===== src/rtl/batalha_pkg.sv =====
// ----------------------------------------------------------------------------
// batalha_pkg
// Shared definitions for the battle-game challenger (player A side):
//   - estado_t        : challenger state machine states
//   - LFSR_W/LFSR_TAPS: width and feedback taps of the code generator
//   - codigo_valido() : a 3-bit code is playable unless all bits are equal
//   - complemento()   : the answer that wins a round for player B
//   - lfsr_feedback() : Fibonacci feedback bit for the tap set
// ----------------------------------------------------------------------------
package batalha_pkg;

    typedef enum logic [2:0] {
        IDLE,
        GERA,
        MOSTRA,
        AVALIA,
        FIM
    } estado_t;

    localparam int unsigned LFSR_W = 8;

    // Taps at bits 7, 5, 4 and 3
    localparam logic [LFSR_W-1:0] LFSR_TAPS = 8'b1011_1000;

    function automatic logic codigo_valido(input logic [2:0] codigo);
        return !((codigo == 3'b000) || (codigo == 3'b111));
    endfunction

    function automatic logic [2:0] complemento(input logic [2:0] codigo);
        return ~codigo;
    endfunction

    function automatic logic lfsr_feedback(input logic [LFSR_W-1:0] estado);
        return ^(estado & LFSR_TAPS);
    endfunction

endpackage


===== src/rtl/batalha_lfsr.sv =====
// ----------------------------------------------------------------------------
// batalha_lfsr
// 8-bit Fibonacci LFSR used as the challenge code source. Shifts left and
// inserts the tap parity at bit 0 whenever 'passo' is high. Only rst_n
// reloads SEED, so the sequence carries over from one game to the next.
//
// Parameters:
//   SEED    reset value, must be nonzero
// Ports:
//   clk     in   clock, rising edge
//   rst_n   in   asynchronous active-low reset
//   passo   in   step enable
//   estado  out  current LFSR contents
// ----------------------------------------------------------------------------
module batalha_lfsr
    import batalha_pkg::*;
#(
    parameter logic [LFSR_W-1:0] SEED = 8'h01
) (
    input  logic              clk,
    input  logic              rst_n,
    input  logic              passo,
    output logic [LFSR_W-1:0] estado
);

    always_ff @(posedge clk or negedge rst_n) begin
        if (!rst_n) begin
            estado <= SEED;
        end else if (passo) begin
            estado <= {estado[LFSR_W-2:0], lfsr_feedback(estado)};
        end
    end

endmodule


===== src/rtl/batalha_desafio.sv =====
// ----------------------------------------------------------------------------
// batalha_desafio
// Sequential challenger for the battle game (player A). Draws valid 3-bit
// codes (never 000 or 111) from an LFSR, presents each one to player B,
// scores B's confirmed answer (win = bitwise complement of the code) and
// runs ROUNDS rounds per game.
//
// Optional feature macro: BATALHA_TIMEOUT_EN
//   defined   : a per-round answer timer is built; after TIMEOUT cycles in
//               MOSTRA without jb_valid the round is scored as a miss.
//   undefined : no timer; MOSTRA waits indefinitely, TIMEOUT unused.
//
// Parameters:
//   ROUNDS   rounds per game, 1..15
//   TIMEOUT  answer window in cycles, 1..65535
//   SEED     LFSR reset value, nonzero
// Ports:
//   clk       in   clock, rising edge
//   rst_n     in   asynchronous active-low reset
//   start     in   begin a game (honoured in IDLE or FIM only)
//   jb[2:0]   in   player B answer
//   jb_valid  in   one-cycle answer confirm strobe
//   ja[2:0]   out  current challenge
//   ja_valid  out  challenge presented, answer awaited
//   acerto    out  one-cycle pulse, round won by B
//   erro      out  one-cycle pulse, round lost (wrong answer / timeout)
//   pontos    out  B score in the current game
//   ocupado   out  game in progress
//   fim       out  game finished, held until the next start
// ----------------------------------------------------------------------------
module batalha_desafio
    import batalha_pkg::*;
#(
    parameter int unsigned       ROUNDS  = 8,
    parameter int unsigned       TIMEOUT = 255,
    parameter logic [LFSR_W-1:0] SEED    = 8'h01
) (
    input  logic       clk,
    input  logic       rst_n,
    input  logic       start,
    input  logic [2:0] jb,
    input  logic       jb_valid,
    output logic [2:0] ja,
    output logic       ja_valid,
    output logic       acerto,
    output logic       erro,
    output logic [3:0] pontos,
    output logic       ocupado,
    output logic       fim
);

    localparam logic [3:0] ROUNDS_4 = 4'(ROUNDS);

    // Elaboration-time parameter range checks
    if (ROUNDS < 1 || ROUNDS > 15) begin : g_chk_rounds
        $error("batalha_desafio: ROUNDS out of range 1..15");
    end
    if (TIMEOUT < 1 || TIMEOUT > 65535) begin : g_chk_timeout
        $error("batalha_desafio: TIMEOUT out of range 1..65535");
    end
    if (SEED == '0) begin : g_chk_seed
        $error("batalha_desafio: SEED must be nonzero");
    end

    estado_t           estado;
    logic [LFSR_W-1:0] lfsr_q;
    logic [3:0]        rodada;
    logic              expira;

    batalha_lfsr #(
        .SEED (SEED)
    ) u_lfsr (
        .clk    (clk),
        .rst_n  (rst_n),
        .passo  (estado == GERA),
        .estado (lfsr_q)
    );

`ifdef BATALHA_TIMEOUT_EN
    localparam logic [15:0] TIMEOUT_M1 = 16'(TIMEOUT - 1);

    logic [15:0] timer;

    // Held at zero outside MOSTRA so it is clear on entry; expiry is the
    // TIMEOUT-th MOSTRA cycle without an answer.
    always_ff @(posedge clk or negedge rst_n) begin
        if (!rst_n) begin
            timer <= '0;
        end else if (estado != MOSTRA) begin
            timer <= '0;
        end else if (!jb_valid) begin
            timer <= timer + 16'd1;
        end
    end

    assign expira = (estado == MOSTRA) && !jb_valid && (timer == TIMEOUT_M1);
`else
    assign expira = 1'b0;
`endif

    // Scoring is resolved on the edge that leaves MOSTRA, so acerto/erro and
    // the updated pontos are visible for exactly the AVALIA cycle.
    always_ff @(posedge clk or negedge rst_n) begin
        if (!rst_n) begin
            estado   <= IDLE;
            ja       <= '0;
            ja_valid <= 1'b0;
            acerto   <= 1'b0;
            erro     <= 1'b0;
            pontos   <= '0;
            rodada   <= '0;
            ocupado  <= 1'b0;
            fim      <= 1'b0;
        end else begin
            acerto <= 1'b0;
            erro   <= 1'b0;

            case (estado)
                IDLE, FIM: begin
                    if (start) begin
                        estado  <= GERA;
                        pontos  <= '0;
                        rodada  <= '0;
                        ocupado <= 1'b1;
                        fim     <= 1'b0;
                    end
                end

                GERA: begin
                    if (codigo_valido(lfsr_q[2:0])) begin
                        ja       <= lfsr_q[2:0];
                        ja_valid <= 1'b1;
                        estado   <= MOSTRA;
                    end
                end

                MOSTRA: begin
                    if (jb_valid) begin
                        ja_valid <= 1'b0;
                        rodada   <= rodada + 4'd1;
                        estado   <= AVALIA;
                        if (jb == complemento(ja)) begin
                            acerto <= 1'b1;
                            pontos <= pontos + 4'd1;
                        end else begin
                            erro <= 1'b1;
                        end
                    end else if (expira) begin
                        ja_valid <= 1'b0;
                        rodada   <= rodada + 4'd1;
                        estado   <= AVALIA;
                        erro     <= 1'b1;
                    end
                end

                AVALIA: begin
                    if (rodada == ROUNDS_4) begin
                        estado  <= FIM;
                        ocupado <= 1'b0;
                        fim     <= 1'b1;
                    end else begin
                        estado <= GERA;
                    end
                end

                default: begin
                    estado   <= IDLE;
                    ja_valid <= 1'b0;
                    ocupado  <= 1'b0;
                    fim      <= 1'b0;
                end
            endcase
        end
    end

endmodule

===== config.mk =====
export PLATFORM = sky130hd
export DESIGN_NAME = batalha_desafio
export DESIGN_NICKNAME = d
export VERILOG_FILES = /design/src/rtl/batalha_pkg.sv /design/src/rtl/batalha_lfsr.sv /design/src/rtl/batalha_desafio.sv
export SDC_FILE = /design/constraint.sdc
export NUM_CORES = 1
export LEC_CHECK = 0
export BUFFER_PORTS_ARGS = -buffer_cell sky130_fd_sc_hd__buf_2
export CORE_ASPECT_RATIO = 1.4
export CORE_MARGIN = 2
export CORE_UTILIZATION = 55
export DETAILED_ROUTE_END_ITERATION = 8
export HOLD_SLACK_MARGIN = 0.15
export PLACE_DENSITY_LB_ADDON = 0.08
export SLEW_MARGIN = 15
export SYNTH_ARGS = -nofsm -noshare
export SYNTH_HDL_FRONTEND = slang
export SYNTH_SLANG_ARGS = --single-unit

===== constraint.sdc =====
create_clock -name clk -period 4.34 [get_ports clk]
set_input_delay 0.868 -clock clk [delete_from_list [all_inputs] [get_ports clk]]
set_output_delay 0.868 -clock clk [all_outputs]
set_load 0.005 [all_outputs]

==> results.md, run 1 <==
- H-Tree Depth: 1
- Count of different cell masters after synthesis: 37
- Ys async rst share: 100%
- Internal: a little under 300 uW
- CTS resizes: 0
- Iteration count of the initial detailed-routing pass: 4
- Share of layout cells above drive strength 1: approximately 18%
- Synthesized cell area: 0.00135 mm2
- Clk network pwr share: 28.7%
- Tot GR Track Use: roughly a fifth
- I/O pin count: 19
- Peak VDD IR: 0.228 mV
- Synth Net Count: around 150
- TNS Setup: 0 ns
- Clk Latency, worst-skew pair: between 0.3 and 0.4 ns
- Buf/Inv on CP: 0
- Worst-path cell chain: nor3b_2 > nand2_1 > a21oi_1 > a211oi_1
- Hold-fix buffers, CTS: 0
- Largest family of logic cells by synthesized area: simple AND/OR/NAND/NOR gates
- Most used DFF post-synth: dfrtp_1
- FMAX: ~540 MHz
- Clk_skew: slightly below 0.003 ns
- # rows: 21
- Slowest cell on the critical path: nor3b_2
- Layout fillers: around 200
- Comb pwr share: under 10%
- Max-cap viol count: 0
- Hold Crit Class: reg -> reg
- Leading area contributor after synthesis: dfrtp_1
- Status: completed
- Vias in the first global route: a little over 1000
- Type of origin of the critical path: register
- Pleak: slightly above 0.0007 uW
- Post-route ant nets: 0
- Unrepaired setup endpoints after global routing: no
- GR Overflow Total: 0
- Pwr Density: between 200 and 300 mW/mm2
- Starting Density: between 50% and 60%
- Clock buffer depth: 2
- CP Max Fanout: 14
- Post-synth top area share: between 40 and 50%
- Area Overhead vs Synth: 7.77%
- Routability Congestion: about 0.76
- Post-synth EDFFs: 0
- Compound-Gate Fraction of Synth Area: 16.3%
- Vias per inst: approximately 5.8
- Register area share after synthesis: between 50% and 60%
- Place WS: about 2.4 ns
- Port buffer count: 18
- Global-route wire length before repair: roughly 4200 um
- Pin count of the biggest net entering global routing: 28
- Initial antenna violation count: 0
- Rel. slew slack: 48.8%
- Die Wd: around 46 um
- Placeable Area: 0.00236 mm2
- Final period util: 42.5%
- Die H: about 63 um
- Post-Synth Simple-Gate Area: about a fifth
- Min cycle time layout: roughly 1.8 ns
- Avg Inst Size Synth: between 9 and 10 um2
- Max incr delay on CP: ~0.7 ns
- Final hold vios: 0
- Layout net count: ~170
- Routed WL: 2360 um
- Post-DP HPWL: 1790 um
- Setup ws final: 2.50 ns
- CP arrival: 2.05 ns
- CTS Buf Count: 3
- Critical Path RT: about 4.6 ns
- Setup violations, final: 0
- Die ar.: ~0.0029 mm2
- Post-CTS Setup Bufs: 0
- Clock-pin slew on the worst setup and hold paths: 0.14 ns
- Critical setup path kind: reg -> reg
- Ant. Diodes: 0
- Top delay family on crit path: simple AND/OR/NAND/NOR gates
- DRT iter0 DRCs: 20
- Mux contribution to synthesized area: less than 1%
- DR DRC count: 0
- Vias: slightly above 1000
- Measured slew at the worst slew-check pin: ~0.76 ns
- Final Max Slew Viols: 0
- Post-Syn Instances: approximately 140
- Net Switching: around 81 uW
- Nature of the critical path endpoint: register
- Clk sink count: 27
- Drt wl/cell: ~13 um
- Warning count from the yosys run: 0
- Total chip power: 371 uW
- Top cells by area, synth: dfrtp_1 48%, nand2_1 5.6%, o21ai_0 4.1%
- Xor and xnor area share after synthesis: 4.53%
- CTS tree: yes
- Reg power frac: 68.1%
- Sw Share: 21.8%
- Post-Synth Adder-Cell Area: 2.78%
- Synth Register Bits: 27
- Clk root buf: clkbuf_4
## sequential cells by signal, summed over array words and instances (netlist names)
| signal | count |
|---|---|
| acerto | 1 |
| erro | 1 |
| estado | 3 |
| fim | 1 |
| ja | 3 |
| ja_valid | 1 |
| ocupado | 1 |
| pontos | 4 |
| rodada | 4 |
| u_lfsr.estado | 8 |
## synth_stat cells (all sizes together) (3+ instances only)
library cell   n
a211oi         3
a21oi          7
buf            5
dfrtp         26
ha             3
inv            8
nand2         21
nand2b         3
nand3          6
nor2          11
o21ai         11
o22ai          3
or2            3
xnor2          3
xor2           4
## cell type report
type                    instances  area [um2]  area share (%)
clock buffers                   3        22.5            1.55
clock inverters                 1        5.00           0.343
inverters                       8        30.0            2.06
multi-input cells             100         604            41.5
flip-flops and latches         27         677            46.4
well taps                      23        28.8            1.97
repair buffers                 18        90.1            6.18
## tightest hold or removal path, stage by stage (launching register included)
cell and delay, ns:
dfrtp_1 0.37, nand2_1 0.05, nand2_1 0.05
## cell families after synthesis
logic type,count (synthesis)
buffers and inverters,14
muxes,1
AOI/OAI and AO/OA,35
adders and majority gates,3
xor gates and xnor gates,7
DFF,27
and+or+nand+nor,54
## worst paths after layout
kind | start | endpoint | slack [ns] | depth (start not counted)
worst max-delay path | estado[0]$_DFFE_PN0P_ | ja[0]$_DFFE_PN0P_ | 2.50 | 4
worst min-delay path | u_lfsr.estado[6]$_DFFE_PN0P_ | u_lfsr.estado[6]$_DFFE_PN0P_ | 0.49 | 2
worst max register to register | estado[0]$_DFFE_PN0P_ | ja[0]$_DFFE_PN0P_ | 2.50 | 4
worst min register to register | u_lfsr.estado[6]$_DFFE_PN0P_ | u_lfsr.estado[6]$_DFFE_PN0P_ | 0.49 | 2
max in group asynchronous | rst_n | estado[0]$_DFFE_PN0P_ | 3.43 | 1
min in group asynchronous | rst_n | pontos[1]$_DFFE_PN0P_ | 0.53 | 1
## power groups by stage
stage / combinational (uW) / clock [uW] / sequential (uW)
4_1_cts: 12.7 / 112 / 253
5_1_grt: 14.2 / 124 / 253
3_5_place_dp: 12.6 / 0 / 257
2_1_floorplan: 2.78 / 0 / 257
6_report: 12.1 / 106 / 253
3_3_place_gp: 12.3 / 0 / 257
## through the flow
stage / hold slack [ns] / util (%) / cells / cell area (um2)
floorplan: 0.439 / - / 141 / 1350
global placement: 0.450 / 60.5 / 176 / 1430
detailed placement: 0.463 / 60.5 / 176 / 1430
CTS: 0.496 / 61.6 / 180 / 1460
global route: 0.524 / 61.6 / 180 / 1460
finish: 0.493 / 61.6 / 180 / 1460
## layout by cell type, fill, tap and decap left out, types with 2 or more instances in the layout
master / count
a211oi_1: 3
a21oi_1: 7
a22o_1: 2
buf_2: 18
clkbuf_4: 3
dfrtp_1: 26
ha_1: 3
inv_1: 8
nand2_1: 20
nand2b_1: 3
nand3_1: 6
nand3b_1: 2
nor2_1: 11
nor3_1: 2
o211ai_1: 2
o21a_1: 2
o21ai_0: 11
o22ai_1: 3
or2_2: 2
xnor2_1: 3
xor2_1: 4
## metal layers
| metal | vias up | part of all wire, % | track usage [%] |
|---|---|---|---|
| met5 | - | 0 | 0 |
| met4 | 0 | 2.0 | 8.21 |
| met3 | 4 | 1.5 | 1.73 |
| met2 | 12 | 52 | 31.4 |
| met1 | 501 | 45 | 24.6 |
| li1 | 519 | - | - |
Note: power is estimated with default switching activity, not from simulation.
==> run 2, diff against run 1 <==
--- a/config.mk
+++ b/config.mk
@@ -5,6 +5,7 @@
 export SDC_FILE = /design/constraint.sdc
 export NUM_CORES = 1
 export LEC_CHECK = 0
+export ABC_AREA = 1
 export BUFFER_PORTS_ARGS = -buffer_cell sky130_fd_sc_hd__buf_2
 export CORE_ASPECT_RATIO = 1.4
 export CORE_MARGIN = 2
==> constraint.sdc (replaced) <==
create_clock -name clk -period 1.9 [get_ports clk]
set_input_delay 0.38 -clock clk [delete_from_list [all_inputs] [get_ports clk]]
set_output_delay 0.38 -clock clk [all_outputs]
set_load 0.005 [all_outputs]
==> run 2 against run 1 <==
Against the previous run: non-clock buffer count is 3 higher; sequential share of layout area is 1.2 points lower; fmax is 21% higher; first-iteration DRC count is 30% higher; cell area is 2.7% higher; largest power group unchanged.
==> results.md, run 2 <==
- Pin count of the biggest net entering global routing: 28 (unchanged)
- CP arrival: 1.77 ns (-0.28 ns)
- Port buffer count: 18 (unchanged)
- DRT iter0 DRCs: 26 (+30%)
- Post-synth EDFFs: 0 (unchanged)
- Die H: 62.3 um (-0.61%)
- Most common cell after layout, fill and taps aside: nand2_1
- # rows: 21 (unchanged)
- Routed WL: 2370 um (+0.72%)
- Worst hold slack: 0.292 ns (-0.201 ns)
- Clock buffer depth: 2 (unchanged)
- Leading area contributor after synthesis: dfrtp_1
- Layout net count: 198 (+18%)
- Layout fillers: 217 (+6.4%)
- Post-Synth Simple-Gate Area: 29.6% (+9.3 points)
- Tot GR Track Use: 19.6% (+0.41 points)
- Most used DFF post-synth: dfrtp_1
- Warning count from the yosys run: 0 (unchanged)
- Rel. slew slack: 61.0% (+12 points)
- FMAX: 657 MHz (+21%)
- Register area share after synthesis: 50.7% (+0.66 points)
- Measured slew at the worst slew-check pin: 0.585 ns (-0.180 ns)
- Critical Path RT: 2.15 ns (-2.40 ns)
- Net Switching: 588 uW (+630%)
- Post-Synth Adder-Cell Area: 2.81% (+0.036 points)
- Pleak: 0.000846 uW (+18%)
- Area Overhead vs Synth: 12.2%
- Drt wl/cell: 11.3 um (-14%)
- Area after DPL: 0.00146 mm2 (+2.1%)
- CP Max Fanout: 7 (-7)
- Iteration count of the initial detailed-routing pass: 5 (+1)
- Unrepaired setup endpoints after global routing: no
- Final core utilization: 64.0% (+2.4 points)
- Pwr Density: 1000 mW/mm2 (+290%)
- Post-DP HPWL: 1810 um (+1.1%)
- Routability Congestion: 0.791 (+4.1%)
- Nature of the critical path endpoint: register
- Vias in the first global route: 1044 (+3.1%)
- GR Overflow Total: 0 (unchanged)
- Critical setup path kind: reg -> reg
- Share of layout cells above drive strength 1: 18.2% (+0.35 points)
- CTS Buf Count: 3 (unchanged)
- Post-synth top cells: 56 x nand2_1, 26 x dfrtp_1, 18 x inv_1
- Count of different cell masters after synthesis: 23 (-38%)
- Top cells by area, synth: dfrtp_1 49%, nand2_1 16%, inv_1 5.1%
- Post-route ant nets: 0 (unchanged)
- Post-synth top area share: 48.7% (+0.63 points)
- I/O pin count: 19 (unchanged)
- Vias per inst: 5.15 (-11%)
- CTS tree: yes
- Hold Crit Class: in -> reg
- Commonest non-fill, non-tap cells in the layout: 56 x nand2_1, 26 x dfrtp_1, 18 x inv_1, 18 x buf_2, 16 x nor2_1
- Final Max Slew Viols: 0 (unchanged)
- Sw Share: 39.2% (+17 points)
- Vias: 1081 (+4.3%)
- Starting Density: 57.1% (-0.11 points)
- Peak VDD IR: 0.586 mV (+160%)
- Type of origin of the critical path: register
- Reg2reg path depth: 5 (+1)
- Synthesized cell area: 0.00134 mm2 (-1.3%)
- Xor and xnor area share after synthesis: 2.62% (-1.9 points)
- Avg Inst Size Synth: 8.14 um2 (-15%)
- Final period util: 80.1% (+38 points)
- Comb pwr share: 36.8% (+34 points)
- TNS Setup: 0 ns (unchanged)
- Clk network pwr share: 16.2% (-12 points)
- Most numerous cell in the Yosys netlist: nand2_1
- Final hold vios: 0 (unchanged)
- Clk root buf: clkbuf_4
- Ys async rst share: 100% (unchanged)
- Post-Syn Instances: 164 (+16%)
- Global-route wire length before repair: 4280 um (+1.5%)
- Placed cell count: 205 (+16%)
- Ant. Diodes: 0 (unchanged)
- Max reg flops: 8 (unchanged)
- Final Non-Filler Cells: 210 (+17%)
- Mux contribution to synthesized area: 0% (-0.74 points)
- Compound-Gate Fraction of Synth Area: 8.25% (-8.0 points)
- CTS resizes: 0 (unchanged)
- Status: completed
- Synth Net Count: 174 (+15%)
- Clk_skew: 0.00745 ns (+0.00455 ns)
- Final Cell Area: 0.00150 mm2 (+2.7%)
- Max-cap viol count: 0 (unchanged)
- Hold Path Depth: 3 (+1)
- Min cycle time layout: 1.52 ns (-0.321 ns)
- Internal: 911 uW (+210%)
- Reg power frac: 47.0% (-21 points)
- Die ar.: 0.00284 mm2 (-1.2%)
- Clock-pin slew on the worst setup and hold paths: 0.15 ns (about the same)
- Top flop regs: u_lfsr.estado: 8 flops, pontos: 4 flops, rodada: 4 flops
- Initial antenna violation count: 0 (unchanged)
- H-Tree Depth: 1 (unchanged)
- Clk sink count: 27 (unchanged)
- Biggest register: u_lfsr.estado
- Die Wd: 45.6 um (-0.59%)
- Setup violations, final: 0 (unchanged)
- Clk Latency, worst-skew pair: 0.32 ns (about the same)
- DR DRC count: 0 (unchanged)
- Largest family of logic cells by synthesized area: simple AND/OR/NAND/NOR gates
- Synth Register Bits: 27 (unchanged)
- Placeable Area: 0.00234 mm2 (-1.1%)
run 2: changes by cell type after synthesis, moves of 4 or more:
cell,delta
nand3_1,+4
inv_1,+10
nor2_1,+5
a21oi_1,-5
nand2_1,+36
run 2: power by group through the flow:
stage / Combinational (uW) / Clock (uW) / Sequential [uW]
after CTS: 553 / 253 / 705
after detailed placement: 549 / 0 / 716
final: 551 / 243 / 705
after floorplan: 398 / 0 / 708
after global routing: 645 / 275 / 714
after global placement: 546 / 0 / 709
run 2: per-layer routing:
| layer | wire length, um | global-route usage (%) |
|---|---|---|
| met1 | 1100 | 24.6 |
| met5 | 0 | 0 |
| met4 | 13 | 4.41 |
| met3 | 73 | 2.03 |
| met2 | 1190 | 34.3 |
run 2: path summary, 6_finish.rpt:
check                                                  start                           end  slack [ns]
worst max register to register  u_lfsr.estado[0]$_DFFE_PN1P_             ja[2]$_DFFE_PN0P_        0.38
worst max-delay path            u_lfsr.estado[0]$_DFFE_PN1P_             ja[2]$_DFFE_PN0P_        0.38
worst min-delay path                                jb_valid              acerto$_DFF_PN0_        0.29
min in group asynchronous                              rst_n                erro$_DFF_PN0_        0.58
max in group asynchronous                              rst_n  u_lfsr.estado[6]$_DFFE_PN0P_        0.93
worst min register to register  u_lfsr.estado[6]$_DFFE_PN0P_  u_lfsr.estado[6]$_DFFE_PN0P_        0.49
run 2: critical path: stages (launching register included):
cell	delay (ns)
dfstp_2	0.55
inv_1	0.07
o21ai_0	0.23
or2_0	0.40
nand2_1	0.12
o21ai_2	0.08
run 2: timing repair:
| item | 4_1_cts | 5_1_grt |
|---|---|---|
| buffers inserted | 0 | 0 |
| setup endpoints to repair | 0 | 0 |
| hold buffers | 1 | 0 |
| hold endpoints to repair | 26 | 0 |
run 2: final cells by class:
| type | count | area (um2) | area share [%] |
|---|---|---|---|
| clock buffers | 3 | 22.5 | 1.50 |
| clock inverters | 1 | 5.00 | 0.334 |
| inverters | 19 | 71.3 | 4.76 |
| multi-input cells | 116 | 578 | 38.6 |
| flip-flops and latches | 27 | 677 | 45.2 |
| well taps | 23 | 28.8 | 1.92 |
| repair buffers | 21 | 115 | 7.69 |
run 2: cell families after synthesis:
| kind of cell | Yosys count |
|---|---|
| adder cells (fa/ha/maj) | 3 |
| AND/OR/NAND/NOR | 90 |
| buffers and inverters | 21 |
| flip-flops | 27 |
| AO/OA/AOI/OAI | 19 |
| XOR/XNOR | 4 |
run 2: per-stage QoR:
step	total power, uW	setup slack (ns)
global placement	1250	0.469
global route	1630	0.256
detailed placement	1260	0.406
floorplan	1110	0.563
CTS	1510	0.370
finish	1500	0.377
==> run 3, diff against run 2 <==
==> constraint.sdc (replaced) <==
create_clock -name clk -period 1.6 [get_ports clk]
set_input_delay 0.32 -clock clk [delete_from_list [all_inputs] [get_ports clk]]
set_output_delay 0.32 -clock clk [all_outputs]
set_load 0.005 [all_outputs]
==> run 3 against run 2 <==
Against the previous run: via count unchanged; combinational power up 25%; cell area up 0.58%; first-iteration DRC count down 27%; sequential cell count unchanged; total power up 22%; worst setup slack worse by 0.20 ns; largest cell class unchanged; highest routed layer unchanged.
==> results.md, run 3 (same netlist as run 2, synthesis figures left out) <==
- I/O pin count: 19 (unchanged)
- Status: completed
- Setup violations, final: 0 (unchanged)
- Final hold vios: 0 (unchanged)
- Drt wl/cell: 11.4 um (+0.78%)
- Biggest register: u_lfsr.estado
- Worst-path cell chain: nor2_1 > inv_1 > nor2_1 > nor2_4 > a31o_2
- Clk_skew: 0.00790 ns (+0.000456 ns)
- Vias per inst: 5.12 (-0.47%)
- Global-route wire length before repair: 4350 um (+1.6%)
- CP Max Fanout: 7 (unchanged)
- GR Overflow Total: 0 (unchanged)
- Starting Density: 57.1% (unchanged)
- CTS tree: yes
- TNS Setup: 0 ns (unchanged)
- Max reg flops: 8 (unchanged)
- Tot GR Track Use: 20.3% (+0.75 points)
- Vias in the first global route: 1077 (+3.2%)
- Min cycle time layout: 1.42 ns (-0.102 ns)
- Clk root buf: clkbuf_4
- Post-route ant nets: 0 (unchanged)
- Pleak: 0.000847 uW (+0.19%)
- Unrepaired setup endpoints after global routing: no
- Die Wd: 45.6 um (unchanged)
- Vias: 1081 (unchanged)
- Pwr Density: 1210 mW/mm2 (+21%)
- Type of origin of the critical path: register
- Origin of the worst setup path: estado[1]$_DFFE_PN0P_
- Clk Latency, worst-skew pair: 0.33 ns (about the same)
- FMAX: 704 MHz (+7.2%)
- Routed WL: 2400 um (+1.3%)
- Worst hold slack: 0.214 ns (-0.0786 ns)
- Measured slew at the worst slew-check pin: 0.589 ns (+0.00488 ns)
- Nature of the critical path endpoint: register
- Critical setup path kind: reg -> reg
- Commonest non-fill, non-tap cells in the layout: 55 x nand2_1, 26 x dfrtp_1, 18 x inv_1, 18 x buf_2, 16 x nor2_1
- Crit-path most repeated cell: nor2_1
- Port buffer count: 18 (unchanged)
- Clock buffer depth: 2 (unchanged)
- Placeable Area: 0.00234 mm2 (unchanged)
- Pin count of the biggest net entering global routing: 28 (unchanged)
- Slowest cell on the critical path: dfrtp_1
- Share of layout cells above drive strength 1: 18.6% (+0.44 points)
- Routability Congestion: 0.827 (+4.6%)
- Top flop regs: u_lfsr.estado: 8 flops, pontos: 4 flops, rodada: 4 flops
- Post-DP HPWL: 1840 um (+1.4%)
- Max-cap viol count: 0 (unchanged)
- # rows: 21 (unchanged)
- Most common cell after layout, fill and taps aside: nand2_1
- Final Max Slew Viols: 0 (unchanged)
- Rel. slew slack: 60.7% (-0.33 points)
- Die ar.: 0.00284 mm2 (unchanged)
- H-Tree Depth: 1 (unchanged)
- Critical Path RT: 1.84 ns (-0.31 ns)
- Hold Crit Class: in -> reg
- Area Overhead vs Synth: 12.8%
- Critical R2R Launch: estado[1]$_DFFE_PN0P_
- Layout fillers: 232 (+6.9%)
- Layout net count: 199 (+0.51%)
- Ant. Diodes: 0 (unchanged)
- Clk sink count: 27 (unchanged)
- Max incr delay on CP: 0.48 ns (-0.07 ns)
- Final period util: 88.8% (+8.7 points)
- CP arrival: 1.66 ns (-0.11 ns)
- HP Start: jb_valid
- CTS Buf Count: 3 (unchanged)
- DRT iter0 DRCs: 19 (-27%)
- Die H: 62.3 um (unchanged)
- Iteration count of the initial detailed-routing pass: 4 (-1)
- Clock-pin slew on the worst setup and hold paths: 0.15 ns (about the same)
- Initial antenna violation count: 0 (unchanged)
- Peak VDD IR: 0.829 mV (+42%)
- Post-CTS Setup Bufs: 0 (unchanged)
- DR DRC count: 0 (unchanged)
## run 3: metrics by stage
step / setup slack (ns) / util (%) / total power, uW / cells / cell area, um2
after detailed placement: 0.100 / 62.8 / 1530 / 206 / 1470
after global placement: 0.177 / 62.8 / 1510 / 206 / 1470
final: 0.179 / 64.4 / 1820 / 211 / 1510
after global routing: 0.0185 / 64.4 / 1980 / 211 / 1510
after floorplan: 0.263 / - / 1310 / 164 / 1340
after CTS: 0.0588 / 64.3 / 1830 / 211 / 1500
## run 3: critical path, delay by kind of cell, from the launching register on
family	cells	cell delay [ns]
DFF	1	0.48
AOI/OAI and AO/OA	1	0.23
buffers and inverters	1	0.12
and+or+nand+nor	3	0.50
## run 3: per-layer routing
metal | track usage (%) | part of all wire [%] | up-vias | wire [um]
met2 | 33.5 | 50 | 28 | 1200
li1 | - | - | 564 | -
met5 | 0 | 0 | - | 0
met1 | 26.0 | 44 | 484 | 1070
met4 | 8.82 | 2.4 | 0 | 57
met3 | 1.74 | 3.5 | 5 | 83
## run 3: area by class of cell
type                            count  area [um2]  share of cell area [%]
Clock buffer                        4        26.3                    1.74
Inverter                           19        71.3                    4.73
Multi-Input combinational cell    116         581                    38.5
Sequential cell                    27         677                    44.9
Tap cell                           23        28.8                    1.91
Timing Repair Buffer               22         123                    8.14
## run 3: worst paths after layout
| path | to | slack (ns) | cells past startpoint |
|---|---|---|---|
| setup / recovery | estado[1]$_DFFE_PN0P_ | 0.18 | 5 |
| hold / removal | acerto$_DFF_PN0_ | 0.21 | 3 |
| setup reg to reg | estado[1]$_DFFE_PN0P_ | 0.18 | 5 |
| hold reg to reg | u_lfsr.estado[7]$_DFFE_PN0P_ | 0.49 | 2 |
| max in group asynchronous | u_lfsr.estado[0]$_DFFE_PN1P_ | 0.69 | 2 |
| min in group asynchronous | erro$_DFF_PN0_ | 0.52 | 2 |
## run 3: what timing repair did
action	4_1_cts	5_1_grt
endpoints found under the setup margin	0	6
endpoints found under the hold margin	26	0
hold buffers	1	0
gates resized for setup	0	2
## run 3: report_power, final
part	internal [uW]	switching [uW]
sequential	764	69.9
clock	97.9	203
combinational	247	441
total	1110	713
